## src/rtl/vga_sprite_pkg.sv

```systemverilog
// vga_sprite_pkg: shared types, register map, reset defaults and RGB565 expansion for the sprite compositor
package vga_sprite_pkg;
  typedef logic [15:0] rgb565_t;
  localparam int CTRL_EN = 0;
  localparam int CTRL_HFLIP = 1;
  localparam logic [8:0] REG_BG = 9'h100;
  localparam logic [8:0] REG_KEY = 9'h101;
  localparam int CH_STRIDE = 4;
  localparam rgb565_t BG_RST = 16'hFFFF;
  localparam rgb565_t KEY_RST = 16'hF81F;
  function automatic logic [23:0] rgb565_to_rgb888(input rgb565_t d);
    return {d[15:11], d[15:13], d[10:5], d[10:9], d[4:0], d[4:2]};
  endfunction
endpackage

```

## src/rtl/sprite_channel.sv

```systemverilog
// sprite_channel: one sprite's pending/active X,Y,CTRL, hit test and registered ROM address; ports clk/reset, i_we_x/y/ctrl+i_wdata writes, i_commit, i_px/i_vcount in, o_rom_addr/o_hit out
module sprite_channel
  import vga_sprite_pkg::*;
#(
  parameter int SPRITE_W = 32,
  parameter int SPRITE_H = 32
) (
  input  logic                                    clk,
  input  logic                                    reset,
  input  logic                                    i_we_x,
  input  logic                                    i_we_y,
  input  logic                                    i_we_ctrl,
  input  logic [9:0]                              i_wdata,
  input  logic                                    i_commit,
  input  logic [9:0]                              i_px,
  input  logic [9:0]                              i_vcount,
  output logic [$clog2(SPRITE_W*SPRITE_H)-1:0]    o_rom_addr,
  output logic                                    o_hit
);
  localparam int CW = $clog2(SPRITE_W);
  localparam int RW = $clog2(SPRITE_H);
  logic [9:0] r_x_p, r_y_p, r_x_a, r_y_a;
  logic [1:0] r_ctrl_p, r_ctrl_a;
  logic w_hit;
  logic [CW-1:0] w_col;
  logic [RW-1:0] w_row;
  assign w_hit = r_ctrl_a[CTRL_EN]
    && {1'b0, i_px} >= {1'b0, r_x_a} && {1'b0, i_px} < {1'b0, r_x_a} + 11'(SPRITE_W)
    && {1'b0, i_vcount} >= {1'b0, r_y_a} && {1'b0, i_vcount} < {1'b0, r_y_a} + 11'(SPRITE_H);
  assign w_col = r_ctrl_a[CTRL_HFLIP] ? ~CW'(i_px - r_x_a) : CW'(i_px - r_x_a);
  assign w_row = RW'(i_vcount - r_y_a);
  always_ff @(posedge clk) begin
    if (reset) begin
      r_x_p <= '0;
      r_y_p <= '0;
      r_ctrl_p <= '0;
      r_x_a <= '0;
      r_y_a <= '0;
      r_ctrl_a <= '0;
      o_rom_addr <= '0;
      o_hit <= 1'b0;
    end else begin
      if (i_commit) begin
        r_x_a <= r_x_p;
        r_y_a <= r_y_p;
        r_ctrl_a <= r_ctrl_p;
      end
      if (i_we_x) r_x_p <= i_wdata;
      if (i_we_y) r_y_p <= i_wdata;
      if (i_we_ctrl) r_ctrl_p <= i_wdata[1:0];
      o_rom_addr <= w_hit ? {w_row, w_col} : '0;
      o_hit <= w_hit;
    end
  end
endmodule

```

## src/rtl/sprite_compositor.sv

```systemverilog
// sprite_compositor: N-channel priority sprite mixer; ports clk/reset, Avalon write (chipselect/write/address/writedata), hcount/vcount/blank_n, rom_addr/rom_data, vga_r/g/b, frame_commit
module sprite_compositor
  import vga_sprite_pkg::*;
#(
  parameter int NUM_SPRITES = 6,
  parameter int SPRITE_W = 32,
  parameter int SPRITE_H = 32,
  parameter int HACTIVE = 1280,
  parameter int VACTIVE = 480
) (
  input  logic                                                clk,
  input  logic                                                reset,
  input  logic                                                chipselect,
  input  logic                                                write,
  input  logic [8:0]                                          address,
  input  logic [31:0]                                         writedata,
  input  logic [10:0]                                         hcount,
  input  logic [9:0]                                          vcount,
  input  logic                                                blank_n,
  output logic [NUM_SPRITES*$clog2(SPRITE_W*SPRITE_H)-1:0]    rom_addr,
  input  logic [NUM_SPRITES*16-1:0]                           rom_data,
  output logic [7:0]                                          vga_r,
  output logic [7:0]                                          vga_g,
  output logic [7:0]                                          vga_b,
  output logic                                                frame_commit
);
  localparam int AW = $clog2(SPRITE_W*SPRITE_H);
  localparam int SW = $clog2(CH_STRIDE);
  logic w_wr, w_chan_wr, w_commit, w_unused;
  logic [9:0] w_px;
  logic [7-SW:0] w_ch;
  logic [SW-1:0] w_off;
  logic [NUM_SPRITES-1:0] w_hit;
  rgb565_t w_pix;
  rgb565_t r_bg, r_key;
  logic [NUM_SPRITES-1:0] r_hit_d;
  logic [1:0] r_blank;
  logic [23:0] r_rgb;
  logic r_commit;
  assign w_wr = chipselect && write;
  assign w_chan_wr = w_wr && !address[8];
  assign w_ch = address[7:SW];
  assign w_off = address[SW-1:0];
  assign w_px = hcount[$clog2(HACTIVE)-1:1];
  assign w_commit = hcount == '0 && vcount == 10'(VACTIVE);
  assign w_unused = ^writedata[31:16];
  for (genvar i = 0; i < NUM_SPRITES; i++) begin : g_ch
    logic w_sel;
    assign w_sel = w_chan_wr && w_ch == (8-SW)'(i);
    sprite_channel #(.SPRITE_W(SPRITE_W), .SPRITE_H(SPRITE_H)) u_ch (
      .clk(clk),
      .reset(reset),
      .i_we_x(w_sel && w_off == SW'(0)),
      .i_we_y(w_sel && w_off == SW'(1)),
      .i_we_ctrl(w_sel && w_off == SW'(2)),
      .i_wdata(writedata[9:0]),
      .i_commit(w_commit),
      .i_px(w_px),
      .i_vcount(vcount),
      .o_rom_addr(rom_addr[i*AW +: AW]),
      .o_hit(w_hit[i])
    );
  end
  // descending scan so the lowest-index opaque channel is the last to claim the pixel
  always_comb begin
    w_pix = r_bg;
    for (int k = NUM_SPRITES - 1; k >= 0; k--)
      w_pix = r_hit_d[k] && rom_data[k*16 +: 16] != r_key ? rom_data[k*16 +: 16] : w_pix;
  end
  // rom_addr and hit register together; ROM data and the delayed hit/blank meet one clock later
  always_ff @(posedge clk) begin
    if (reset) begin
      r_bg <= BG_RST;
      r_key <= KEY_RST;
      r_hit_d <= '0;
      r_blank <= '0;
      r_rgb <= '0;
      r_commit <= 1'b0;
    end else begin
      if (w_wr && address == REG_BG) r_bg <= writedata[15:0];
      if (w_wr && address == REG_KEY) r_key <= writedata[15:0];
      r_hit_d <= w_hit;
      r_blank <= {r_blank[0], blank_n};
      r_rgb <= r_blank[1] ? rgb565_to_rgb888(w_pix) : '0;
      r_commit <= w_commit;
    end
  end
  assign {vga_r, vga_g, vga_b} = r_rgb;
  assign frame_commit = r_commit;
endmodule

```

## config.mk

```make
export PLATFORM = sky130hd
export DESIGN_NAME = sprite_compositor
export DESIGN_NICKNAME = d
export VERILOG_FILES = /design/src/rtl/vga_sprite_pkg.sv /design/src/rtl/sprite_channel.sv /design/src/rtl/sprite_compositor.sv
export SDC_FILE = /design/constraint.sdc
export NUM_CORES = 1
export LEC_CHECK = 0
export ABC_AREA = 1
export CAP_MARGIN = 10
export CORE_MARGIN = 2
export CORE_UTILIZATION = 40
export CTS_CLUSTER_SIZE = 8
export DETAILED_ROUTE_END_ITERATION = 10
export PLACE_DENSITY_LB_ADDON = 0.08
export SYNTH_ARGS = -nofsm -noshare
export SYNTH_HDL_FRONTEND = slang
export SYNTH_SLANG_ARGS = --single-unit
export TNS_END_PERCENT = 5
```

## constraint.sdc

```tcl
create_clock -name clk -period 2.69 [get_ports clk]
set_clock_uncertainty 0.05 [all_clocks]
set_input_delay 0.4035 -clock clk [delete_from_list [all_inputs] [get_ports clk]]
set_output_delay 0.4035 -clock clk [all_outputs]
set_load 0.005 [all_outputs]
```

==> results.txt <==
Rows - 85
Die Footprint - 0.0563 sq mm
initial drt markers - 1296
register area share after synthesis - 35.6%
RSZ-0062 raised after global routing - no
largest net degree at the start of global routing - 61
Synth Area in Compound Gates - 18.9%
Combinational Power Share - 11.4%
kind of critical path - input port to flop
total grt overflow - 0
1st-pass router iterations - 7
most common cell in the synthesized netlist - nand2_1
Async SR Flop Fraction - 0%
CTS tree - yes
reg-to-reg startpoint - g_ch[5].u_ch.r_y_a[5]
net switching power - 3.37 mW
Worst IR Drop VDD - 0.431 mV
CTS Buffer Depth - 3
share of the synthesized area in the top cell type - 35.6%
Layout Nets - 3653
post-synth top area cell - dfxtp_1
post_cts resized - 0
vias in the first global route - 19600
core box area - 0.0538 sq mm
Reg clk slew, reported paths - 0.05 ns
Setup Buffers After CTS - 0
max frequency - 407 MHz
worst slew pin tran - 0.751 ns
sequential share of power - 42.4%
Pins Over Slew Limit - 0
mux share of post-synthesis cell area - 0%
# IOs - 248
Hold Crit Start - blank_n
worst-path fanout max - 11
crit end category - flop
internal power - 10.2 mW
commonest register cell after synthesis - dfxtp_1
Synth area leaders - dfxtp_1, ha_1, a21oi_1
startpoint types - input port
ANT nets after route - 0
largest family of logic cells by synthesized area - compound AO/OA/AOI/OAI gates
fraction of layout cells with a size suffix above 1 - 11.5%
RR Endpoint - g_ch[5].u_ch.o_rom_addr[5]
final hold viol count - 0
yosys warns - 0
CP arrival - 2.95 ns
root buffer cell - clkbuf_16
drt wl/cell - 18.3 um
maxcap violations - 0
Reg area - 0.00775 sq mm
Final WS setup - 0.231 ns
Clk pwr share - 46.2%
syn_nets - 3282
Switching Share - 24.8%
HP Class - input port to flop
clk sinks - 387
Post-CTS Hold Fix Bufs - 0
hpwl dp - 56.3 mm
Port Buffer Count - 231
status - completed
hold path endpoint - r_blank[0]
first-pass GRT wire length - 112 mm
routed via count - 20400
CTS buffer count - 55
setup violators final - 0
Via-to-Cell Ratio - 5.12
P per Cell Area - 487 mW/mm^2
Worst Reg2Reg Path Length in Cells - 13
Final min period - 2.46 ns
Skew-Pair Late Insertion Delay - 0.60 ns
GPL Wtd Cong - 0.885
Die H - 237 um
gr usage total - 25.6%
Final Core Density - 51.8%
final worst-path cycle share - 91.4%
# H-tree levels - 2
Req. time, crit path - 3.18 ns
DRC Markers - 0
Synth cell types - 50
Syn Area/Cell - 7.47 sq um
Post-synth EDFFs - 0
slew margin rel. - 49.9%
Leak - 12.0 nW
Worst Setup SP - vcount[0]
Synth Cell Area - 0.0218 sq mm
Cells on Worst Hold Path - 3
antenna violations before repair - 3
commonest cells in the netlist - nand2_1, dfxtp_1, inv_1
Post-Synth XOR/XNOR Area - 5.35%
Synth Area in Adders - 12.1%
wirelength, routed - 73.0 mm
Syn Inst Count - 2915
simple-gate share of the synthesized area - 18.5%
DP Worst Slack - -0.368 ns
synth-to-layout area growth - 28.0%
R2R setup slack - 0.24 ns
Multi-input gate area - 0.0120 sq mm
Fillers - 5207
starting density of the core - 40.5%
Die X - 237 um
number of synthesized register bits - 387
[worst max path at each step]
stage	to	slack (ns)
3_3_place_gp	g_ch[4].u_ch.o_rom_addr[9]	-0.35
6_report	g_ch[4].u_ch.o_rom_addr[0]	0.23
5_1_grt	g_ch[5].u_ch.o_rom_addr[5]	0.003
4_1_cts	g_ch[5].u_ch.o_rom_addr[5]	0.23
3_5_place_dp	g_ch[4].u_ch.o_rom_addr[0]	-0.37
2_1_floorplan	g_ch[4].u_ch.o_rom_addr[0]	0.42
[cell type report]
type / count / share of cell area (%)
clock buffer: 59 / 5.07
sequential: 387 / 27.8
antenna: 4 / 0.0359
timing repair buffer: 452 / 15.7
inverter: 376 / 5.08
clock inverter: 4 / 0.251
multi-input combinational: 2014 / 43.0
tap: 696 / 3.12
[through the flow]
step	setup TNS, ns	hold WS (ns)	total power, mW	area, sq um	cells
after detailed placement	-14.53	0.345	7.41	26400	3925
after floorplan	0	0.338	6.53	21800	2915
after global routing	0	0.304	14.1	27900	3991
after global placement	-12.20	0.342	7.40	26400	3925
after CTS	0	0.281	13.7	27900	3988
final	0	0.306	13.6	27900	3992
[metal layers]
layer | share of wire (%) | vias up | GRT usage [%]
met5 | 0 | - | 0
met4 | 4.1 | 0 | 10.8
met3 | 5.7 | 120 | 3.38
met2 | 46 | 492 | 42.2
met1 | 45 | 9458 | 33.7
li1 | - | 10400 | -
[worst max-delay path: stages]
cell and delay, ns:
clkdlybuf4s50_1 0.52, inv_1 0.17, ha_1 0.27, fa_1 0.40
o21ai_0 0.25, nand3_1 0.10, nand2_1 0.07, nand3_1 0.06
a21oi_1 0.14, o21ai_0 0.08, inv_1 0.07, nand3_1 0.13
buf_12 0.18, nor2_1 0.09
[power groups by stage]
stage / Combinational (mW) / Clock [mW] / Sequential, mW
4_1_cts: 1.55 / 6.40 / 5.75
2_1_floorplan: 0.658 / 0 / 5.87
6_report: 1.54 / 6.26 / 5.76
5_1_grt: 1.69 / 6.63 / 5.75
3_5_place_dp: 1.54 / 0 / 5.87
3_3_place_gp: 1.53 / 0 / 5.87
[flip-flops by register name (all words and copies together) (netlist names)]
signal / flops
frame_commit: 1
g_ch.u_ch.o_hit: 6
r_bg: 16
g_ch.u_ch.o_rom_addr: 60
r_rgb: 16
r_hit_d: 6
g_ch.u_ch.r_ctrl_a: 12
g_ch.u_ch.r_ctrl_p: 12
r_blank: 2
g_ch.u_ch.r_x_a: 60
g_ch.u_ch.r_y_p: 60
r_key: 16
g_ch.u_ch.r_y_a: 60
g_ch.u_ch.r_x_p: 60
[placed cells by master (no fill, tap or decap), types with 21 or more instances in the layout]
| cell type | n |
|---|---|
| buf_12 | 32 |
| nand4_1 | 30 |
| dfxtp_1 | 387 |
| ha_1 | 192 |
| o21ai_0 | 329 |
| xor2_1 | 103 |
| nor2_1 | 248 |
| xnor2_1 | 30 |
| inv_1 | 338 |
| nand2_1 | 398 |
| clkbuf_16 | 56 |
| clkdlybuf4s50_1 | 231 |
| o211ai_1 | 21 |
| nand3_2 | 25 |
| nand3_1 | 123 |
| a21oi_1 | 335 |
| buf_4 | 189 |
[cells by family (layout without fill, tap and decap cells)]
logic type / after synthesis / in the layout
AO/OA/AOI/OAI: 767 / 767
XOR/XNOR: 133 / 133
adder cells (fa/ha/maj): 204 / 204
buffers and inverters: 514 / 891
flip-flops: 387 / 387
other: 0 / 4
AND/OR/NAND/NOR: 910 / 910
Power figures use the tool's default switching activity.
